File: config.mk
export PLATFORM = sky130hd
export DESIGN_NAME = serial_subtractor
export DESIGN_NICKNAME = d
export VERILOG_FILES = /design/src/rtl/serial_subtractor.sv
export SDC_FILE = /design/constraint.sdc
export NUM_CORES = 1
export LEC_CHECK = 0
export BUFFER_PORTS_ARGS = -buffer_cell sky130_fd_sc_hd__buf_2
export CORE_MARGIN = 2
export CORE_UTILIZATION = 43
export CTS_CLUSTER_SIZE = 24
export DETAILED_ROUTE_END_ITERATION = 10
export GPL_TIMING_DRIVEN = 0
export HOLD_SLACK_MARGIN = 0.1
export PLACE_DENSITY = 0.66
export SYNTH_ARGS = -nofsm -noshare
export SYNTH_HDL_FRONTEND = slang
export SYNTH_SLANG_ARGS = --single-unit
File: constraint.sdc
create_clock -name clk -period 1.35 [get_ports clk]
set_input_delay 0.135 -clock clk [delete_from_list [all_inputs] [get_ports clk]]
set_output_delay 0.135 -clock clk [all_outputs]
set_load 0.05 [all_outputs]
File: src/rtl/serial_subtractor.sv
// Bit-serial A - B - bin, LSB first, one bit per clock; done pulses WIDTH cycles after the start edge.
// No backpressure: start is accepted only in IDLE, and a start seen while busy is dropped rather than queued.
module serial_subtractor #(
  parameter int WIDTH = 4
) (
  input  logic             clk,
  input  logic             rst_n,
  input  logic             start,
  input  logic [WIDTH-1:0] A,
  input  logic [WIDTH-1:0] B,
  input  logic             bin,
  output logic             busy,
  output logic             done,
  output logic [WIDTH-1:0] diff,
  output logic             bout,
  output logic             ovf
);

  localparam int CW = $clog2(WIDTH + 1);

  typedef enum logic [1:0] {IDLE, RUN, DONE} state_t;

  state_t           state, state_nxt;
  logic [WIDTH-1:0] a_sh, b_sh, res;
  logic             br;
  logic [CW-1:0]    cnt;
  logic             d, br_nxt, last;

  assign d      = a_sh[0] ^ b_sh[0] ^ br;
  assign br_nxt = (~a_sh[0] & b_sh[0]) | (~(a_sh[0] ^ b_sh[0]) & br);
  assign last   = (cnt == CW'(WIDTH - 1));

  always_ff @(posedge clk or negedge rst_n) begin
    if (!rst_n) state <= IDLE;
    else        state <= state_nxt;
  end

  always_comb begin
    state_nxt = state;
    busy      = 1'b0;
    done      = 1'b0;
    case (state)
      IDLE: if (start) state_nxt = RUN;
      RUN: begin
        busy = 1'b1;
        if (last) state_nxt = DONE;
      end
      DONE: begin
        busy      = 1'b1;
        done      = 1'b1;
        state_nxt = IDLE;
      end
      default: state_nxt = IDLE;
    endcase
  end

  always_ff @(posedge clk or negedge rst_n) begin
    if (!rst_n) begin
      a_sh <= '0;
      b_sh <= '0;
      res  <= '0;
      br   <= 1'b0;
      cnt  <= '0;
      diff <= '0;
      bout <= 1'b0;
      ovf  <= 1'b0;
    end else begin
      case (state)
        IDLE: begin
          if (start) begin
            a_sh <= A;
            b_sh <= B;
            br   <= bin;
            cnt  <= '0;
          end
        end
        RUN: begin
          a_sh <= a_sh >> 1;
          b_sh <= b_sh >> 1;
          res  <= {d, res[WIDTH-1:1]};
          br   <= br_nxt;
          cnt  <= cnt + CW'(1);
          // On the final bit the operand MSBs sit at bit 0 and d is the result MSB.
          if (last) begin
            diff <= {d, res[WIDTH-1:1]};
            bout <= br_nxt;
            ovf  <= (a_sh[0] ^ b_sh[0]) & (d ^ a_sh[0]);
          end
        end
        default: ;
      endcase
    end
  end

endmodule

==> run metrics, run 1 <==
# clock sinks 23; fin crit period 1.38 ns; part of the Yosys area used for sequential elements between 40% and 50%; Initial Util between 40 and 50%; Cell variety after synth 28; warnings from Yosys 0; CTS tree yes; share of the synthesized area in the top cell type between 40 and 50%; Worst-path clk slew 0.14 ns; worst path required time around 1.6 ns; vias in the first global route 872; PD cells approximately 2800 nW/um^2; Sw Ratio a little over two fifths; Placer Congestion 0.755; Clock Tree Root clkbuf_4; Fill cells slightly below 200; Ports 20; post-layout util 62.5%; Fmax around 720 MHz; flops & latches, synth 23; H-tree Lvls 1; Hold Crit Depth 3; TritonCTS Buffers 3; total global routing overflow 0; worst-margin pin slew 0.529 ns; CTS max path bufs 2; Setup CP Type flop to flop; worst skew pair latency around 0.31 ns; clk_skew approximately 0.012 ns; R2R Setup Slk -0.03 ns; status finished, violations left; Critical Path Max Stage Delay between 0.5 and 0.6 ns; first-pass GRT wire length 4080 um; vias per std cell ~5.3; initial antenna violation count 0; Mapped Avg Cell Area roughly 11 sq um; Hold Path End br; TritonRoute pass-1 iters 4; Final nets around 160; vias slightly below 900; final WL around 2400 um; Post-Place Cell Area ~1300 sq um; P_int ~2.5 mW; post-synth net total around 120; crit path buf inv count 0; Setup WS post-layout -0.0340 ns; HP Start start; P_sw about 1.9 mW; Worst Path Max Fanout 2; Total GRT Usage between 10% and 20%; Sum Neg Setup Slack -0.150 ns; mapped cell area around 1200 sq um; Die H 56.0 um; max-slew violation count 0; largest net degree at the start of global routing 24; design area 1580 sq um; FP Rows 18; core region area 2520 sq um; CP Cell Sequence fa_1, xor2_1, o31ai_1; Critical Path Sink Type flop; Rel. slew slack ~65%; starting DRC count in detailed routing 12; Critical Path AT about 1.6 ns; Slowest-stage cell, CP fa_1; Post-Place Worst Slack -0.143 ns; Tcrit/Tclk final 103%; Syn Inst Count between 100 and 150; Post-route DRC 0; crit path from br; hold crit path type primary input to flop; crit-path leading delay family adder cells; Clk pwr share under 10%; Area growth, synth to finish 35.5%; combinational power share ~66%; Die Wd approximately 56 um; RR Startpoint br; top cells by area, synth dfrtp_1 (50%), ha_1 (6.5%), mux2_2 (4.8%); final hold violation count 0; reg2reg end ovf; antenna cells 0; Max VDD drop between 0.001 and 0.0015 V; hpwl dp approximately 1600 um; R2R depth 3; RSZ-0062 raised after global routing yes; crit start category flop; die area about 3100 sq um; antenna-violating nets left 0; layout cells sized above 1 a little over two fifths; Final Setup Violations 7; Static Leak 0.709 nW; port bufs 18; leading area contributor after synthesis dfrtp_1; Routed WL per cell 14.5 um; failing checks negative setup slack; total power around 4.4 mW; Seq pwr share ~27%; MaxCap Viol Count 0
## flip-flops by register name (all words and copies together), names as in the netlist
register	cells
a_sh	4
res	3
ovf	1
state	2
cnt	3
bout	1
br	1
b_sh	4
diff	4
## worst reg2reg max path, delay by kind of cell, from the launching register on
| kind | cells | cell delay [ns] |
|---|---|---|
| fa+ha+maj | 1 | 0.52 |
| flops | 1 | 0.43 |
| xor+xnor | 1 | 0.18 |
| compound gates | 1 | 0.18 |
## timing repair
item	in CTS	in global routing
pin swaps	3	3
hold buffers	2	1
endpoints found under the hold margin	24	1
gates resized for setup	24	13
endpoints found under the setup margin	22	19
cloned	0	0
setup buffers	8	2
## cells in the final DEF (no fill, tap or decap), types with 2 or more instances in the layout
cell type      instances
buf_6                  4
ha_4                   4
mux2_2                 3
o21ai_1                4
inv_1                  3
mux2_4                 2
nand4b_1               2
nand2_4                2
clkbuf_4               3
o221a_1                5
buf_8                  5
inv_2                  3
nand2_1                6
dfrtp_1               23
nand3b_1               2
o21ai_0                3
buf_2                 16
nor2_1                 2
and3_1                 2
nor2_2                 2
dlygate4sd3_1          3
a21oi_1                4
o22a_1                 4
nand3_1                4
buf_4                  8
nand2b_1               4
## Yosys cell counts
cell	instances
nand2_4	1
buf_6	3
o22a_1	4
mux2i_1	2
a32o_1	1
o31ai_1	1
nor2_1	3
nand2_1	8
o22ai_1	1
nand4b_1	2
nand2b_1	4
inv_1	6
nor2_2	1
a21oi_1	5
dfrtp_1	23
o21ai_0	4
buf_2	2
fa_1	1
o21ai_1	3
and2b_4	1
ha_1	6
mux2_2	5
nand3_1	4
o221a_1	5
nand3b_1	2
xor2_1	1
or3_1	1
and3_1	2
## worst max path at each step
stage                   end  slack [ns]  depth (start not counted)
floorplan           b_sh[2]      -0.006                          6
global placement    b_sh[2]       -0.14                          6
detailed placement  b_sh[2]       -0.14                          6
CTS                     ovf       -0.03                          3
global route        b_sh[2]       -0.10                          6
finish                  ovf       -0.03                          3
## per-stage QoR
step / std cells / hold WS, ns
2_1_floorplan: 102 / -0.161
4_1_cts: 164 / 0.101
5_1_grt: 167 / 0.123
3_5_place_dp: 150 / 0.139
6_report: 167 / 0.123
3_3_place_gp: 150 / 0.136
## cell type report
cell class | count | area [sq um] | share of cell area [%]
plain buffers | 5 | 67.6 | 4.29
clock buffers | 4 | 26.3 | 1.67
inverters | 6 | 22.5 | 1.43
multi-input cells | 68 | 623 | 39.6
flip-flops and latches | 23 | 576 | 36.5
well taps | 30 | 37.5 | 2.38
repair buffers | 31 | 223 | 14.1
## per-layer routing
metal | track usage, % | vias to the layer above | routed length (um)
li1 | - | 437 | -
met1 | 22.8 | 431 | 1170
met2 | 26.6 | 18 | 1150
met3 | 2.09 | 2 | 86
met4 | 5.10 | 0 | 16
met5 | 0 | - | 0
## cells by family after synthesis
kind of cell    Yosys count  share of synthesized area, %
simple gates             29                          14.2
compound gates           24                          15.1
flops                    23                          49.5
buf+inv                  11                          5.70
mux                       7                          6.57
fa+ha+maj                 7                          8.18
xor+xnor                  1                         0.754
## power by group through the flow
stage               clock [mW]  sequential [mW]  combinational (mW)
global route             0.357             1.25                3.16
global placement             0             1.20                2.04
finish                   0.328             1.20                2.92
CTS                      0.325             1.19                2.68
detailed placement           0             1.22                2.08
floorplan                    0             1.45                1.42
No activity file was read; power rests on OpenSTA's default activity.
==> inputs of run 2 (changes only) <==
--- a/config.mk
+++ b/config.mk
@@ -7,12 +7,12 @@
 export LEC_CHECK = 0
 export BUFFER_PORTS_ARGS = -buffer_cell sky130_fd_sc_hd__buf_2
 export CORE_MARGIN = 2
-export CORE_UTILIZATION = 43
+export CORE_UTILIZATION = 45
 export CTS_CLUSTER_SIZE = 24
 export DETAILED_ROUTE_END_ITERATION = 10
 export GPL_TIMING_DRIVEN = 0
 export HOLD_SLACK_MARGIN = 0.1
-export PLACE_DENSITY = 0.66
+export PLACE_DENSITY = 0.69
 export SYNTH_ARGS = -nofsm -noshare
 export SYNTH_HDL_FRONTEND = slang
 export SYNTH_SLANG_ARGS = --single-unit
==> run metrics, run 2 (same netlist as run 1, synthesis figures left out) <==
status finished, violations left; failing checks negative setup slack; Static Leak 0.687 nW; core region area 2450 sq um; TritonRoute pass-1 iters 4; combinational power share between 60% and 70%; Die H 54.8 um; Initial Util 47.3%; MaxCap Viol Count 0; hold crit path type primary input to flop; Tcrit/Tclk final 106%; FP Rows 18; Area growth, synth to finish 33.0%; CTS tree yes; Routed WL per cell 14.9 um; Final nets about 160; Placer Congestion around 0.74; Fill cells 206; total power between 4 and 5 mW; commonest non-fill, non-tap cells in the layout dfrtp_1 (23), buf_2 (16), buf_4 (8), nand2_1 (6); Total GRT Usage between 15 and 20%; Die Wd roughly 55 um; PD cells roughly 2800 nW/um^2; worst path required time 1.58 ns; P_sw around 1.9 mW; # clock sinks 23; crit path buf inv count 0; Final Setup Violations 7; commonest non-fill, non-tap cell in the layout dfrtp_1; Worst-path clk slew between 0.1 and 0.15 ns; Setup CP Type flop to flop; area occupied by multi-input gates slightly above 600 sq um; R2R depth 3; Hold Crit Depth 3; max-slew violation count 0; Hold Path End br; layout cells sized above 1 41.9%; antenna-violating nets left 0; TritonCTS Buffers 3; RSZ-0062 raised after global routing yes; crit start category flop; Clock Tree Root clkbuf_4; worst-margin pin slew 0.515 ns; hold slack between 0.1 and 0.15 ns; total global routing overflow 0; CTS max path bufs 2; final WL ~2500 um; Critical Path AT roughly 1.7 ns; initial antenna violation count 0; Fmax about 700 MHz; Slowest-stage cell, CP fa_1; worst skew pair latency between 0.3 and 0.4 ns; Setup WS post-layout -0.0818 ns; Max VDD drop 0.00159 V; crit-path leading delay family adder cells; starting DRC count in detailed routing 12; Critical Path Max Stage Delay around 0.53 ns; H-tree Lvls 1; Post-route DRC 0; Sw Ratio between 40% and 50%; Seq pwr share between 20% and 30%; P_int around 2.4 mW; Rel. slew slack roughly two thirds; port bufs 18; RR Startpoint br; R2R Setup Slk -0.08 ns; Critical Path Sink Type flop; Clk pwr share under 10%; Sum Neg Setup Slack -0.180 ns; first-pass GRT wire length between 3000 and 4000 um; vias approximately 910; vias in the first global route ~860; fin crit period 1.43 ns; antenna cells 0; Ports 20; final hold violation count 0; storage element area between 500 and 600 sq um; post-layout util a little over three fifths; HP Start start; CP Cell Sequence fa_1, xor2_1, o31ai_1; Worst Path Max Fanout 2; largest registers a_sh x4, b_sh x4, diff x4; Post-Place Worst Slack -0.172 ns; hpwl dp approximately 1700 um; vias per std cell roughly 5.5; largest net degree at the start of global routing 24; clk_skew between 0.008 and 0.009 ns; die area approximately 3000 sq um; reg2reg end ovf
==> run 2: how the worst max path moves through the flow <==
stage / start / endpoint / slack, ns / cells past startpoint
floorplan: state[0] / b_sh[2] / -0.006 / 6
global placement: state[0] / b_sh[2] / -0.13 / 6
detailed placement: state[0] / b_sh[2] / -0.17 / 6
CTS: a_sh[0] / ovf / -0.07 / 4
global route: br / ovf / -0.10 / 3
finish: br / ovf / -0.08 / 3
==> run 2: repair_timing <==
item                                    in CTS  in global routing
endpoints found under the setup margin      22                 18
hold buffers                                 3                  0
buffers inserted                             8                  1
gates resized for setup                     21                 11
hold endpoints to repair                    25                  0
pin swaps                                    3                  1
==> run 2: through the flow <==
stage / instance area [sq um] / instances
floorplan: 1170 / 102
global placement: 1290 / 150
detailed placement: 1290 / 150
CTS: 1480 / 165
global route: 1550 / 166
finish: 1550 / 166
==> run 2: metal layers <==
layer  wire length, um  up-vias  GRT usage (%)
met3                81        4           3.28
met1              1080      456           24.8
met4                45        0           9.58
met5                 0        -              0
met2              1260       15           31.3
li1                  -      438              -
==> run 2: cell type report <==
type | instances | share of cell area, %
buffer | 5 | 3.88
clock buffer | 4 | 1.70
inverter | 6 | 1.46
multi-input combinational | 68 | 39.6
sequential | 23 | 37.2
tap | 30 | 2.43
timing repair buffer | 30 | 13.7
==> run 2: worst reg2reg max path, delay by kind of cell (launching register included) <==
kind	cells	cell delay (ns)
fa+ha+maj	1	0.53
flops	1	0.42
compound gates	1	0.22
xor+xnor	1	0.18
==> run 2: power by group through the flow <==
stage / Combinational (mW) / Clock, mW / Sequential, mW
after global routing: 3.01 / 0.363 / 1.24
after global placement: 2.03 / 0 / 1.20
final: 2.78 / 0.332 / 1.19
after CTS: 2.58 / 0.327 / 1.18
after floorplan: 1.42 / 0 / 1.45
after detailed placement: 2.10 / 0 / 1.22
